### src/rtl/rf_init_fwd.sv
// rf_init_fwd: 2-read/1-write integer register file with a hardware zero-init sequencer.
// Optional write-to-read forwarding is compiled in when the macro RF_FWD_EN is defined.
module rf_init_fwd #(
  parameter int XLEN = 32,
  parameter int NREG = 32
) (
  input  logic            clk,
  input  logic            reset,
  input  logic [4:0]      rs1_addr,
  input  logic [4:0]      rs2_addr,
  input  logic [4:0]      rd_addr,
  input  logic [2:0]      wb_sel,
  input  logic [XLEN-1:0] ieu_result,
  input  logic [XLEN-1:0] lsu_data,
  input  logic [XLEN-1:0] inc_pc,
  input  logic            stall,
  output logic [XLEN-1:0] rs1_data,
  output logic [XLEN-1:0] rs2_data,
  output logic            init_busy,
  output logic            addr_err
);

  localparam int AW = $clog2(NREG);

  typedef enum logic [0:0] {
    ST_INIT = 1'b0,
    ST_RUN  = 1'b1
  } state_t;

  state_t          state_r;
  state_t          state_nxt_s;
  logic [AW-1:0]   init_idx_r;
  logic [AW-1:0]   init_idx_nxt_s;
  logic [XLEN-1:0] ram_r [1:NREG-1];

  logic [XLEN-1:0] rs1_data_r;
  logic [XLEN-1:0] rs2_data_r;
  logic            init_busy_r;
  logic            addr_err_r;

  logic [XLEN-1:0] wr_data_s;
  logic            rd_we_s;
  logic            wr_ok_s;
  logic [XLEN-1:0] rs1_nxt_s;
  logic [XLEN-1:0] rs2_nxt_s;
  logic            addr_err_nxt_s;
  logic [AW-1:0]   rs1_idx_s;
  logic [AW-1:0]   rs2_idx_s;
  logic [AW-1:0]   rd_idx_s;

  function automatic logic in_range(input logic [4:0] addr);
    return (int'(addr) < NREG);
  endfunction

  assign rs1_idx_s = rs1_addr[AW-1:0];
  assign rs2_idx_s = rs2_addr[AW-1:0];
  assign rd_idx_s  = rd_addr[AW-1:0];

  // Next-state logic for the init sequencer: sweep indices 1..NREG-1, then run.
  always_comb begin
    state_nxt_s    = state_r;
    init_idx_nxt_s = init_idx_r;
    case (state_r)
      ST_INIT: begin
        init_idx_nxt_s = init_idx_r + AW'(1);
        if (init_idx_r == AW'(NREG - 1)) begin
          state_nxt_s = ST_RUN;
        end else begin
          state_nxt_s = ST_INIT;
        end
      end
      ST_RUN: begin
        state_nxt_s    = ST_RUN;
        init_idx_nxt_s = init_idx_r;
      end
      default: begin
        state_nxt_s    = ST_INIT;
        init_idx_nxt_s = AW'(1);
      end
    endcase
  end

  // Write-back select: highest set bit of wb_sel wins; writes only land in RUN.
  always_comb begin
    rd_we_s = |wb_sel;
    if (wb_sel[2]) begin
      wr_data_s = inc_pc;
    end else if (wb_sel[1]) begin
      wr_data_s = lsu_data;
    end else begin
      wr_data_s = ieu_result;
    end
    wr_ok_s = (state_r == ST_RUN) && rd_we_s && (rd_addr != 5'd0) && in_range(rd_addr);
  end

  // Read-port next values; x0 and out-of-range addresses always read as zero.
  always_comb begin
    rs1_nxt_s = '0;
    rs2_nxt_s = '0;
    if ((rs1_addr != 5'd0) && in_range(rs1_addr)) begin
`ifdef RF_FWD_EN
      if (wr_ok_s && (rs1_addr == rd_addr)) begin
        rs1_nxt_s = wr_data_s;
      end else begin
        rs1_nxt_s = ram_r[rs1_idx_s];
      end
`else
      rs1_nxt_s = ram_r[rs1_idx_s];
`endif
    end else begin
      rs1_nxt_s = '0;
    end
    if ((rs2_addr != 5'd0) && in_range(rs2_addr)) begin
`ifdef RF_FWD_EN
      if (wr_ok_s && (rs2_addr == rd_addr)) begin
        rs2_nxt_s = wr_data_s;
      end else begin
        rs2_nxt_s = ram_r[rs2_idx_s];
      end
`else
      rs2_nxt_s = ram_r[rs2_idx_s];
`endif
    end else begin
      rs2_nxt_s = '0;
    end
  end

  // Address error: stalled reads do not count, an unselected write address does not count.
  always_comb begin
    addr_err_nxt_s = 1'b0;
    if (state_r == ST_RUN) begin
      addr_err_nxt_s = (!stall && (!in_range(rs1_addr) || !in_range(rs2_addr))) ||
                       (rd_we_s && !in_range(rd_addr));
    end else begin
      addr_err_nxt_s = 1'b0;
    end
  end

  // Control state and registered outputs.
  always_ff @(posedge clk or posedge reset) begin
    if (reset) begin
      state_r     <= ST_INIT;
      init_idx_r  <= AW'(1);
      init_busy_r <= 1'b1;
      addr_err_r  <= 1'b0;
      rs1_data_r  <= '0;
      rs2_data_r  <= '0;
    end else begin
      state_r     <= state_nxt_s;
      init_idx_r  <= init_idx_nxt_s;
      init_busy_r <= (state_nxt_s == ST_INIT);
      addr_err_r  <= addr_err_nxt_s;
      if (state_r == ST_INIT) begin
        rs1_data_r <= '0;
        rs2_data_r <= '0;
      end else if (!stall) begin
        rs1_data_r <= rs1_nxt_s;
        rs2_data_r <= rs2_nxt_s;
      end
    end
  end

  // Storage array: cleared by the sequencer, never by reset.
  always_ff @(posedge clk) begin
    if (state_r == ST_INIT) begin
      ram_r[init_idx_r] <= '0;
    end else if (wr_ok_s) begin
      ram_r[rd_idx_s] <= wr_data_s;
    end
  end

  assign rs1_data  = rs1_data_r;
  assign rs2_data  = rs2_data_r;
  assign init_busy = init_busy_r;
  assign addr_err  = addr_err_r;

endmodule

### config.mk
export PLATFORM = sky130hd
export DESIGN_NAME = rf_init_fwd
export DESIGN_NICKNAME = d
export VERILOG_FILES = /design/src/rtl/rf_init_fwd.sv
export SDC_FILE = /design/constraint.sdc
export NUM_CORES = 1
export LEC_CHECK = 0
export CAP_MARGIN = 20
export CELL_PAD_IN_SITES_DETAIL_PLACEMENT = 0
export CELL_PAD_IN_SITES_GLOBAL_PLACEMENT = 2
export CORE_AREA = 4 4 336 338
export CTS_CLUSTER_DIAMETER = 40
export CTS_CLUSTER_SIZE = 16
export DETAILED_ROUTE_END_ITERATION = 8
export DIE_AREA = 0 0 340 342
export MAX_ROUTING_LAYER = met4
export PLACE_DENSITY_LB_ADDON = 0.1
export SLEW_MARGIN = 0
export SYNTH_ARGS = -nofsm -noshare
export SYNTH_HDL_FRONTEND = slang
export SYNTH_SLANG_ARGS = --single-unit
### constraint.sdc
create_clock -name clk -period 4.45 [get_ports clk]
set_input_delay 1.1125 -clock clk [delete_from_list [all_inputs] [get_ports clk]]
set_output_delay 1.1125 -clock clk [all_outputs]
set_load 0.01 [all_outputs]
# ---- Word level (Yosys, flattened, before mapping)
# Memories as Yosys holds them, arrays and structs flattened.
# Cells that the tools add are included.
dict set report classes {
  n_bitwise 2
  n_eq_ne 2
  mux 18
  n_addsub 1
  n_reduce_logical 7
}
# operator n
set ops {}
lappend ops {{$mux W32} 9}
lappend ops {{$reduce_or A32 Y1} 1}
lappend ops {{$reduce_bool A5 Y1} 3}
lappend ops {{$mux W5} 2}
lappend ops {{$mux W1} 6}
lappend ops {{$add A5 B1 Y5 const B} 1}
lappend ops {{$eq A5 B5 Y1 const B} 1}
lappend ops {{$reduce_or A3 Y1} 1}
lappend ops {{$logic_and A1 B1 Y1} 2}
lappend ops {{$ne A2 B2 Y1 const B} 1}
lappend ops {{$not A1 Y1} 2}
lappend ops {{$pmux W1 S2} 1}
dict set report word_totals {
  elab_cells 36
  register_bits 71
  ram_bits 992
  mem_count 1
}
# memory depth width rd rd_clocked_by_memory_dff write_ports line
set mem_list {}
lappend mem_list {ram_r 31 32 2 0 1 34} ;# logic [XLEN-1:0] ram_r [1:NREG-1];

# ---- Depth between registers and ports, before layout
# Gate-level depths: netlist (run 1).
dict set report logic_depth {
  ltp_word 8
  depth_mapped 9
  depth_no_buf 5
}

# ---- Worst setup path after synthesis (run 1)
# Ideal clock, no wire load.
dict set report synth_timing {
  path_kind {input to register}
  startpoint {input wb_sel[1]}
  endpoint {memory ram_r[4][0], enable pin}
  slack_ns -0.493
  path_stages 5
  n_path_buf 1
  arrival_ns 4.482
  required_time_ns 3.989
  cell_sequence {clkbuf_1 > o31ai_1 > a21oi_1 > o32a_1 > nor3_1}
}
dict set report synth_between {
  elab_chain_len 8
}
# element line
set synth_lines {}
lappend synth_lines {{start: declaration} 12} ;# input logic [2:0] wb_sel,
lappend synth_lines {{$reduce_or A3 Y1 *} 85} ;# rd_we_s = |wb_sel;
lappend synth_lines {{$logic_and A1 B1 Y1 * (2 in series)} 93} ;# wr_ok_s = (state_r == ST_RUN) && rd_we_s && (rd_addr != 5'd0) && in_range(rd_addr);
lappend synth_lines {{$mux W1 *} 167} ;# end else if (wr_ok_s) begin
lappend synth_lines {{$mux W1 *} 165} ;# if (state_r == ST_INIT) begin
lappend synth_lines {{$mux W1 (not written as such) *} 168} ;# ram_r[rd_idx_s] <= wr_data_s;
lappend synth_lines {{$reduce_or A32 Y1 (no source line)} --}
lappend synth_lines {{$mux W5 (no source line) or $mux W1 (tied branches)} --}
lappend synth_lines {{end: declaration} 34}
# Every way passes the cells marked *; elsewhere a longest branch is shown, timed or not.

# ---- Worst setup path in the final report (run 1)
dict set report layout_timing {
  startpoint {input rd_addr[4]}
  endpoint {memory ram_r[12][11], enable pin}
}
dict set report layout_between {
  elab_chain_len 7
}
# element line
set layout_lines {}
lappend layout_lines {{start: declaration} 11} ;# input logic [4:0] rd_addr,
lappend layout_lines {{$reduce_bool A5 Y1} 93}
lappend layout_lines {{$logic_and A1 B1 Y1} 93}
lappend layout_lines {{$mux W1} 167}
lappend layout_lines {{$mux W1} 165}
lappend layout_lines {{$mux W1 (not written as such)} 168}
lappend layout_lines {{$reduce_or A32 Y1 (no source line)} --}
lappend layout_lines {{$mux W5 (no source line) or $mux W1 (tied branches)} --}
# Several ways; a longest one is shown, not always the timed one.

==> out/qor.yml, run 1 <==
outcome:
  status: "complete, no violations"
global_route:
  grt_remaining_overflow: 0
  grt.total_usage_pct: 30.6
  met2_usage_pct: 48.0
  busiest_layer: "met2"
  grt_start_max_net_pins: 74
  grt_pass1_vias: 33500
  use_met1_pct: 38.7
  use_met3_pct: 7.38
  antenna_found_initial: 3
  grt_first_pass_wirelength_um: 244000
routing:
  via_per_inst: 6.47
  routed_wl_um: 175000
  drt_first_iter_violations: 3660
  firstDrtPassIters: 5
  wl_per_cell_um: 34.5
  routed-via-count: 32700
  drc: 0
  final_antenna_net_count: 0
yosys:
  synth_top_area_share_pct: 59.4
  synth-seq-cells: 1063
  async_reset_ff_share_pct: 6.68
  synth.area.top_cells: "edfxtp_1, mux2i_1, mux4_2"
  synth_edf_count: 992
  yosysUniqueCellTypes: 56
  synth-warning-count: 0
  synth_fp_nets: 3311
  syn_area_um2: 50100
  yosys.area.top_type: "edfxtp_1"
  synthFlopType: "edfxtp_1"
  avgSynthCellArea_um2: 15.7
  synth_common_cells: "edfxtp_1, mux2i_1, mux4_2, nand2_1, clkbuf_1"
  yosysMostFrequentCell: "edfxtp_1"
  seq_area_frac_synth_pct: 63.0
  synthCells: 3192
cts:
  cts.sinks: 1063
  cts_buffers: 150
  cts-root-buf: "clkbuf_16"
  cts_tree: "yes"
  clkLatencyLatePin_ns: 0.75
  path_clk_slew_ns: 0.05
  cts_max_level: 4
  post_cts_resized: 0
  clockBufferDepth: 3
  cts_setup_buffers: 0
  hold_buffers: 0
power:
  pwr-share-comb_pct: 9.6
  p_per_area_nw_per_um2: 434
  p_sw_w: 0.00619
  seq_power_share_pct: 43.4
  switching_share_pct: 23.7
  p_clk_share_pct: 47.0
  ir_drop_uv: 297
  p_leak_nw: 21.7
  intPower_w: 0.0199
  power_w: 0.0261
timing:
  finalHoldViolCount: 0
  post-route-period-util_pct: 73.9
  finClkSkew_ns: 0.0307
  fmax_ghz: 0.304
  finalSetupTns_ns: 0
  relSlewSlack_pct: 29.6
  worst_pin_slew_ns: 1.06
  fin_crit_ns: 3.29
  setup_viol: 0
  rsz0062_at_grt: "false"
  maxSlewViolCount: 0
final_layout:
  multi_input_area_um2: 17700
  n_fill_cell: 8740
  drive_gt1_share_pct: 22.2
  register_area_um2: 31600
  syn_to_final_growth_pct: 20.0
  fin_util_pct: 54.7
  stdcell_count: 5059
  final_nets: 3568
placed_design:
  hpwl_um: 107000
  gp_congestion: 0.843
  placedCellCount: 4771
  port_buffers: 181
floorplan:
  die_height_um: 342
  rows: 122
  die_x_um: 340
  dieArea_um2: 116000
  ios: 183
  initial_utilization_pct: 45.6
  core_um2: 110000
hold_path:
  min_path_type: "register to register"
worst_setup_path:
  critPathCaptureType: "register"
  crit_arrival_ns: 3.69
  crit_required_ns: 4.85
  cp-start-kind: "primary input"
  path_class: "primary input to register"
  cp_max_fo: 34
run:
  maxCapViolCount: 0
## cell type report
cell class	instances	share of cell area, %
Sequential cell	1063	52.5
Inverter	7	0.0478
Timing Repair Buffer	363	6.37
Antenna cell	3	0.0125
Clock buffer	171	6.59
Tap cell	1488	3.09
Clock inverter	100	2.01
Multi-Input combinational cell	1864	29.4
## final timing paths
check	slack, ns	endpoint	start	depth (start not counted)
setup / recovery	1.16	ram_r[12][11]	rd_addr[4]	7
hold / removal	0.53	init_idx_r[0]	init_idx_r[0]	1
setup reg to reg	1.61	ram_r[30][21]	state_r	5
hold reg to reg	0.53	init_idx_r[0]	init_idx_r[0]	1
max in group asynchronous	2.78	rs1_data[0]	reset	3
min in group asynchronous	0.92	rs2_data[20]	reset	2
## sequential cells by signal, summed over array words and instances, names as in the netlist
signal / cells
init_busy: 1
rs2_data: 32
ram_r: 992
state_r: 1
init_idx_r: 5
rs1_data: 32
## stage by stage
stage          area (um2)  worst slack, ns  hold WS, ns
2_1_floorplan       50200           -0.493        0.496
3_3_place_gp        54700            0.479        0.522
3_5_place_dp        54800            0.440        0.534
4_1_cts             60000             1.22        0.541
5_1_grt             60200             1.12        0.558
6_report            60200             1.16        0.532
## power by group through the flow
stage | clock network (W) | logic [W] | registers (W)
detailed placement | 0 | 0.00245 | 0.0115
global route | 0.0129 | 0.00264 | 0.0113
floorplan | 0 | 0.00128 | 0.0115
finish | 0.0123 | 0.00251 | 0.0113
global placement | 0 | 0.00241 | 0.0115
CTS | 0.0124 | 0.00246 | 0.0113
## per-layer routing
layer  share of wire [%]  vias to the layer above
li1                    -                    13700
met1                  39                    16900
met2                  47                     1777
met3                 9.5                      404
met4                 4.2                        0
met5                   0                        -
## cells in the final DEF (no fill, tap or decap), types with 11 or more instances in the layout
master	synthesis	routed
mux4_2	208	208
clkbuf_16	0	155
clkinv_1	0	16
a211oi_1	65	65
clkinv_2	0	15
a32oi_1	59	59
dfrtp_1	69	68
mux2_2	69	69
clkinvlp_4	0	15
mux2i_1	569	569
nor3_4	0	13
nor2_2	0	21
nand3_1	120	120
clkbuf_1	132	13
inv_6	0	19
buf_4	38	128
nor2_1	89	59
nand2_1	171	171
edfxtp_1	992	992
buf_12	1	44
clkdlybuf4s50_1	0	168
a21oi_1	96	96
o31ai_1	55	55
o22ai_1	125	125
bufinv_16	0	23
a22oi_1	59	59
clkinv_4	0	11
buf_8	0	15
o2bb2ai_1	54	54
## worst max-delay path, stage by stage
cell	delay [ns]
clkdlybuf4s50_1	0.53
nor3_1	0.51
a21o_2	0.30
buf_12	0.31
a21oi_1	0.23
nor3_2	0.29
buf_12	0.34
## logic make-up after synthesis
logic type | synth area share (%)
flops | 63.0
other cells | 0.00748
simple gates | 3.95
compound gates | 8.00
buf+inv | 2.53
fa+ha+maj | 0.0499
xor+xnor | 0.0524
mux | 22.5
Note: power is estimated with default switching activity, not from simulation.
==> inputs of run 2 (changes only) <==
==> constraint.sdc (replaced) <==
create_clock -name clk -period 3.3 [get_ports clk]
set_input_delay 0.825 -clock clk [delete_from_list [all_inputs] [get_ports clk]]
set_output_delay 0.825 -clock clk [all_outputs]
set_load 0.01 [all_outputs]
==> out/qor.yml, run 2 (same netlist as run 1, synthesis figures left out) <==
placed_design:
  placedCellCount: 4905  # was 4771
  port_buffers: 181  # unchanged
  placed_area_um2: 56800  # was 54800 um2
  hpwl_um: 117000  # was 107000 um
  gp_congestion: 0.894  # was 0.843
floorplan:
  rows: 122  # unchanged
  core_um2: 110000  # unchanged
  die_height_um: 342  # unchanged
  ios: 183  # unchanged
  dieArea_um2: 116000  # unchanged
  die_x_um: 340  # unchanged
  initial_utilization_pct: 45.6  # unchanged
timing:
  fin_crit_ns: 2.88
  post-route-period-util_pct: 87.3
  finClkSkew_ns: 0.0200  # was 0.0307 ns
  worst_pin_slew_ns: 1.10  # was 1.06 ns
  setup_viol: 0  # unchanged
  relSlewSlack_pct: 24.7  # was 29.6%
  maxSlewViolCount: 0  # unchanged
  rsz0062_at_grt: "false"  # unchanged
  fmax_ghz: 0.347
  finalHoldViolCount: 0  # unchanged
cts:
  cts_tree: "yes"  # unchanged
  cts_max_level: 4  # unchanged
  post_cts_resized: 0  # unchanged
  cts-root-buf: "clkbuf_16"  # unchanged
  path_clk_slew_ns: 0.06  # was 0.05 ns
  cts.sinks: 1063  # unchanged
  clockBufferDepth: 3  # unchanged
  hold_buffers: 0  # unchanged
  cts_setup_buffers: 0  # unchanged
  cts_buffers: 145  # was 150
  clkLatencyLatePin_ns: 0.73  # was 0.75 ns
worst_setup_path:
  cp_max_fo: 18  # was 34
  crit_required_ns: 3.77  # was 4.85 ns
  r2r_start: "state_r"  # unchanged
  cp-start-kind: "primary input"  # unchanged
  path_class: "primary input to register"  # unchanged
  crit_arrival_ns: 3.35  # was 3.69 ns
  critPathCaptureType: "register"  # unchanged
  rr_worst_depth: 4  # was 5
  startpoint: "rd_addr[3]"  # was rd_addr[4]
global_route:
  grt_pass1_vias: 34000  # was 33500
  grt_start_max_net_pins: 57  # was 74
  antenna_found_initial: 2  # was 3
  grt_first_pass_wirelength_um: 250000  # was 244000 um
  grt_remaining_overflow: 0  # unchanged
  grt.total_usage_pct: 31.2  # was 30.6%
final_layout:
  multi_input_area_um2: 17800  # was 17700 um2
  register_area_um2: 31600  # unchanged
  design_area_um2: 61800  # was 60200 um2
  drive_gt1_share_pct: 25.1  # was 22.2%
  layout_commonest_cell: "edfxtp_1"  # unchanged
  final_nets: 3685  # was 3568
  regMostFlops: "ram_r"  # unchanged
  stdcell_count: 5177  # was 5059
  largest_reg_flops: 992  # unchanged
  final_cell_mix: "edfxtp_1, mux2i_1, mux4_2"  # unchanged
  syn_to_final_growth_pct: 23.3  # was 20.0%
  n_fill_cell: 8638  # was 8740
routing:
  final_antenna_net_count: 0  # unchanged
  drc: 0  # unchanged
  routed-via-count: 33600  # was 32700
  wl_per_cell_um: 34.3  # was 34.5 um
  firstDrtPassIters: 6  # was 5
  via_per_inst: 6.49  # was 6.47
  routed_wl_um: 178000  # was 175000 um
  drt_first_iter_violations: 4046  # was 3660
power:
  p_leak_nw: 22.5  # was 21.7 nW
  p_clk_share_pct: 45.4  # was 47.0%
  seq_power_share_pct: 44.0  # was 43.4%
  intPower_w: 0.0261  # was 0.0199 W
  p_per_area_nw_per_um2: 561  # was 434 nW/um2
  power_w: 0.0347  # was 0.0261 W
  p_sw_w: 0.00860  # was 0.00619 W
  switching_share_pct: 24.8  # was 23.7%
  pwr-share-comb_pct: 10.5  # was 9.6%
  ir_drop_uv: 324  # was 297 uV
hold_path:
  min_path_type: "primary input to asynchronous set/reset pin"  # was register to register
run:
  maxCapViolCount: 0  # unchanged
outcome:
  status: "complete, no violations"  # unchanged
[run 2: cell count changes in the layout (fill, tap and decap cells not counted), sizes merged]
cell	before	now
clkinv	42	47
inv	27	34
buf	193	315
clkbuf	173	169
bufinv	23	11
[run 2: power groups by stage]
stage               logic (W)  registers (W)  clock network, W
floorplan             0.00174         0.0155                 0
global placement      0.00355         0.0155                 0
detailed placement    0.00361         0.0156                 0
CTS                   0.00362         0.0153            0.0160
global route          0.00382         0.0153            0.0166
finish                0.00365         0.0153            0.0158
[run 2: through the flow]
stage          setup slack [ns]  hold slack [ns]  utilization [%]  TNS, ns
2_1_floorplan            -0.474            0.496                -   -42.45
3_3_place_gp             -0.403            0.522             51.6  -117.38
3_5_place_dp             -0.322            0.519             51.6   -52.94
4_1_cts                   0.437            0.397             56.1        0
5_1_grt                   0.409            0.417             56.2        0
6_report                  0.419            0.437             56.2        0
[run 2: final timing paths]
kind | endpoint | slack, ns
worst max register to register | rs2_data[7] | 0.43
worst min register to register | init_idx_r[0] | 0.53
min in group clk | init_idx_r[0] | 0.53
max in group asynchronous | rs2_data[0] | 2.16
worst min-delay path | rs1_data[5] | 0.44
worst max-delay path | ram_r[2][26] | 0.42
[run 2: routing by layer]
metal	GRT usage, %	up-vias	share of wire [%]
met5	-	-	0
met4	9.10	0	2.8
met3	6.23	308	9.2
met2	48.5	1798	47
met1	42.0	17600	41
li1	-	13900	-
[run 2: layout make-up]
class,instances,share of cell area (%)
Clock buffer,167,6.29
Sequential cell,1063,51.1
Antenna cell,3,0.0121
Tap cell,1488,3.01
Timing Repair Buffer,485,9.10
Inverter,7,0.0466
Clock inverter,100,1.72
Multi-Input combinational cell,1864,28.7
[run 2: worst max-delay path: stages]
cell and delay [ns]:
clkdlybuf4s50_1 0.44, nor3_1 0.35, buf_4 0.21, a21o_2 0.27, mux2i_1 0.93, nor2_4 0.09
buf_12 0.23
==> edit (flow settings as in run 2) <==
Change the parameter `XLEN` from 32 to 36.
--- a/src/rtl/rf_init_fwd.sv
+++ b/src/rtl/rf_init_fwd.sv
@@ -1,7 +1,7 @@
 // rf_init_fwd: 2-read/1-write integer register file with a hardware zero-init sequencer.
 // Optional write-to-read forwarding is compiled in when the macro RF_FWD_EN is defined.
 module rf_init_fwd #(
-  parameter int XLEN = 32,
+  parameter int XLEN = 36,
   parameter int NREG = 32
 ) (
   input  logic            clk,
Interface: changed (5 resized); port bits go from 183 to 203. The function was not compared with the original's and may differ.
==> edit against run 2 <==
Wire length grew 17%. Total power increased by 11%. Utilization grew 6.2 points. Synthesized area is 13% higher. Via count up 16%. Sequential cell count is 132 higher. Worst setup slack got worse by 67 ps. Cell count is 8.2% higher. Final area is 11% higher. Critical path type is now flip-flop to output port. Highest routed layer unchanged.
==> edit: results (changes against run 2) <==
INFO  clocking       post_cts_hold_buffer_count=0 [unchanged]
INFO  worst_hold_path holdCritPathClass=primary input to asynchronous set/reset pin
INFO  placed_design  port-buffer-count=201 [+11%]
INFO  sta            clock_skew=30.8ps [+10.8 ps]
INFO  sta            worst-slew-pin-transition=1070ps [-27.5 ps]
INFO  finish         number_of_flip_flops_in_the_largest_register=1116 [+13%]
INFO  setup_path     worst_path_max_delay_cell=clkdlybuf4s50_1
INFO  route          drt_iter0_drc=5749 [+42%]
INFO  synthesis      total_number_of_yosys_warnings=0 [unchanged]
INFO  global_route   largest_net_degree_at_the_start_of_global_routing=74 [+30%]
INFO  clocking       clock_tree.root_cell=clkbuf_16
INFO  clocking       htree_num_levels=4 [unchanged]
INFO  route          detail_route.wl_per_cell=37.1µm [+8.2%]
INFO  setup_path     r2r-start=state_r$_DFF_PP0_
INFO  synthesis      edff_count_synth=1116 [+13%]
INFO  route          remaining_drc_errors=0 [unchanged]
INFO  clocking       post_cts.resized_instances=0 [unchanged]
INFO  synthesis      synth.top_cells.by_area=edfxtp_1 59%, mux2i_1 11%, mux4_2 8.9%, dfrtp_1 3.4%, mux2_2 1.5%
INFO  placed_design  dp.final_hpwl=135000µm [+15%]
INFO  synthesis      yosysSeqAreaShare=0.626 [-0.00328]
INFO  global_route   first_pass_grt_wire_length=287000µm [+15%]
INFO  clocking       worstSkewPairLatency=780ps [+50 ps]
INFO  setup_path     cp.arrival=2120ps [-1230 ps]
INFO  synthesis      post_synth_num_cell_types=62 [+11%]
INFO  setup_path     critPathMaxFanout=4 [-14]
INFO  setup_path     worst_path_top_cell_family_by_delay=buffers and inverters
INFO  clocking       numCtsBuffers=157 [+8.3%]
INFO  global_route   global_route_usage_sum=0.363 [+0.0513]
INFO  synthesis      ys_async_sr_fraction=0.0661 [-0.000683]
INFO  clocking       cts.repair_timing.setup_buffer_count=0 [unchanged]
INFO  finish         register_ranked_first_by_flip_flop_count=ram_r
INFO  finish         share_of_post_route_cells_with_drive_strength_above_1=0.245 [-0.00575]
INFO  synthesis      synth-main-ff-cell=edfxtp_1
INFO  global_route   grt_antenna_before_repair=6 [+4]
INFO  route          detailed_router_iteration_count_before_antenna_repair=5 [-1]
INFO  finish         finish.net_count=4113 [+12%]
INFO  clocking       cts_buffer_depth=3 [unchanged]
INFO  setup_path     critical-path-max-stage-delay=750ps [-180 ps]
INFO  synthesis      synth.top_cell.area_share=0.591 [-0.00273]
INFO  power_and_ir_drop vdd_drop_max=0.374mV [+16%]
INFO  status         outcome=finished clean
INFO  route          post_drt_via_cell_ratio=6.98 [+7.5%]
INFO  placed_design  finalWeightedCongestion=0.913 [+2.2%]
INFO  power_and_ir_drop total_leakage_power=25.0nW [+11%]
INFO  synthesis      synth_commonest_cells=1116 x edfxtp_1, 633 x mux2i_1, 225 x mux4_2
INFO  setup_path     crit_start=rs1_data[26]$_DFFE_PP0P_
INFO  synthesis      mappedNetlistNets=3704 [+12%]
INFO  clocking       path_clk_slew=60ps [about the same]
INFO  global_route   grt_pass1_vias=38600 [+13%]
[edit: changes by cell type in the layout (fill, tap and decap cells not counted), sizes merged, moves of 18 or more]
| cell | delta |
|---|---|
| a221oi | +23 |
| clkbuf | +18 |
| mux4 | +30 |
| nor2 | +42 |
| mux2i | +64 |
| buf | +31 |
| clkdlybuf4s50 | +20 |
| edfxtp | +124 |
| a221o | +19 |
| o211ai | +26 |
[edit: routing by layer]
layer	vias up	share of wire	global-route usage
met5	-	0	-
met4	0	0.047	0.153
met3	571	0.11	0.0864
met2	2821	0.46	0.548
met1	20100	0.38	0.477
li1	15600	-	-
[edit: power by group]
part	total (mW)	internal, mW	switching [mW]
clock network	17.1	10.3	6.78
registers	17.2	17.0	0.259
logic	4.10	1.61	2.49
[edit: worst paths after layout]
check | endpoint | slack, ps | depth (start not counted)
worst max register to register | rs1_data[19]$_DFFE_PP0P_ | 470 | 6
worst min register to register | init_idx_r[0]$_DFFE_PP1N_ | 550 | 1
worst min-delay path | rs2_data[15]$_DFFE_PP0P_ | 420 | 2
worst max-delay path | rs1_data[26] | 350 | 1
max in group asynchronous | rs1_data[34]$_DFFE_PP0P_ | 2170 | 3
min in group clk | init_idx_r[0]$_DFFE_PP1N_ | 550 | 1
[edit: kinds of logic after synthesis]
group,share of synthesized area
XOR/XNOR,0.000464
adder cells (fa/ha/maj),0.000441
buffers and inverters,0.0280
AND/OR/NAND/NOR,0.0408
flip-flops,0.626
multiplexers,0.224
other,0.0000662
AO/OA/AOI/OAI,0.0802
[edit: cell type report]
cell class	instances	area, µm²
fillers	7919	41400
diodes	5	12.5
repair buffers	535	5930
multi-input cells	2087	20100
clock buffers	186	4150
inverters	6	25.0
clock inverters	102	1120
flip-flops and latches	1195	35500
well taps	1488	1860
[edit: stage by stage]
stage / setup WS (ps) / TNS, ps / cells / hold slack, ps / area (µm²)
global route: 301 / 0 / 5603 / 437 / 68700
floorplan: -612 / -171670 / 3573 / 496 / 56900
finish: 351 / 0 / 5604 / 421 / 68700
detailed placement: -50.7 / -4050 / 5305 / 538 / 63300
global placement: -44.7 / -2330 / 5305 / 527 / 63300
CTS: 350 / 0 / 5593 / 394 / 68500
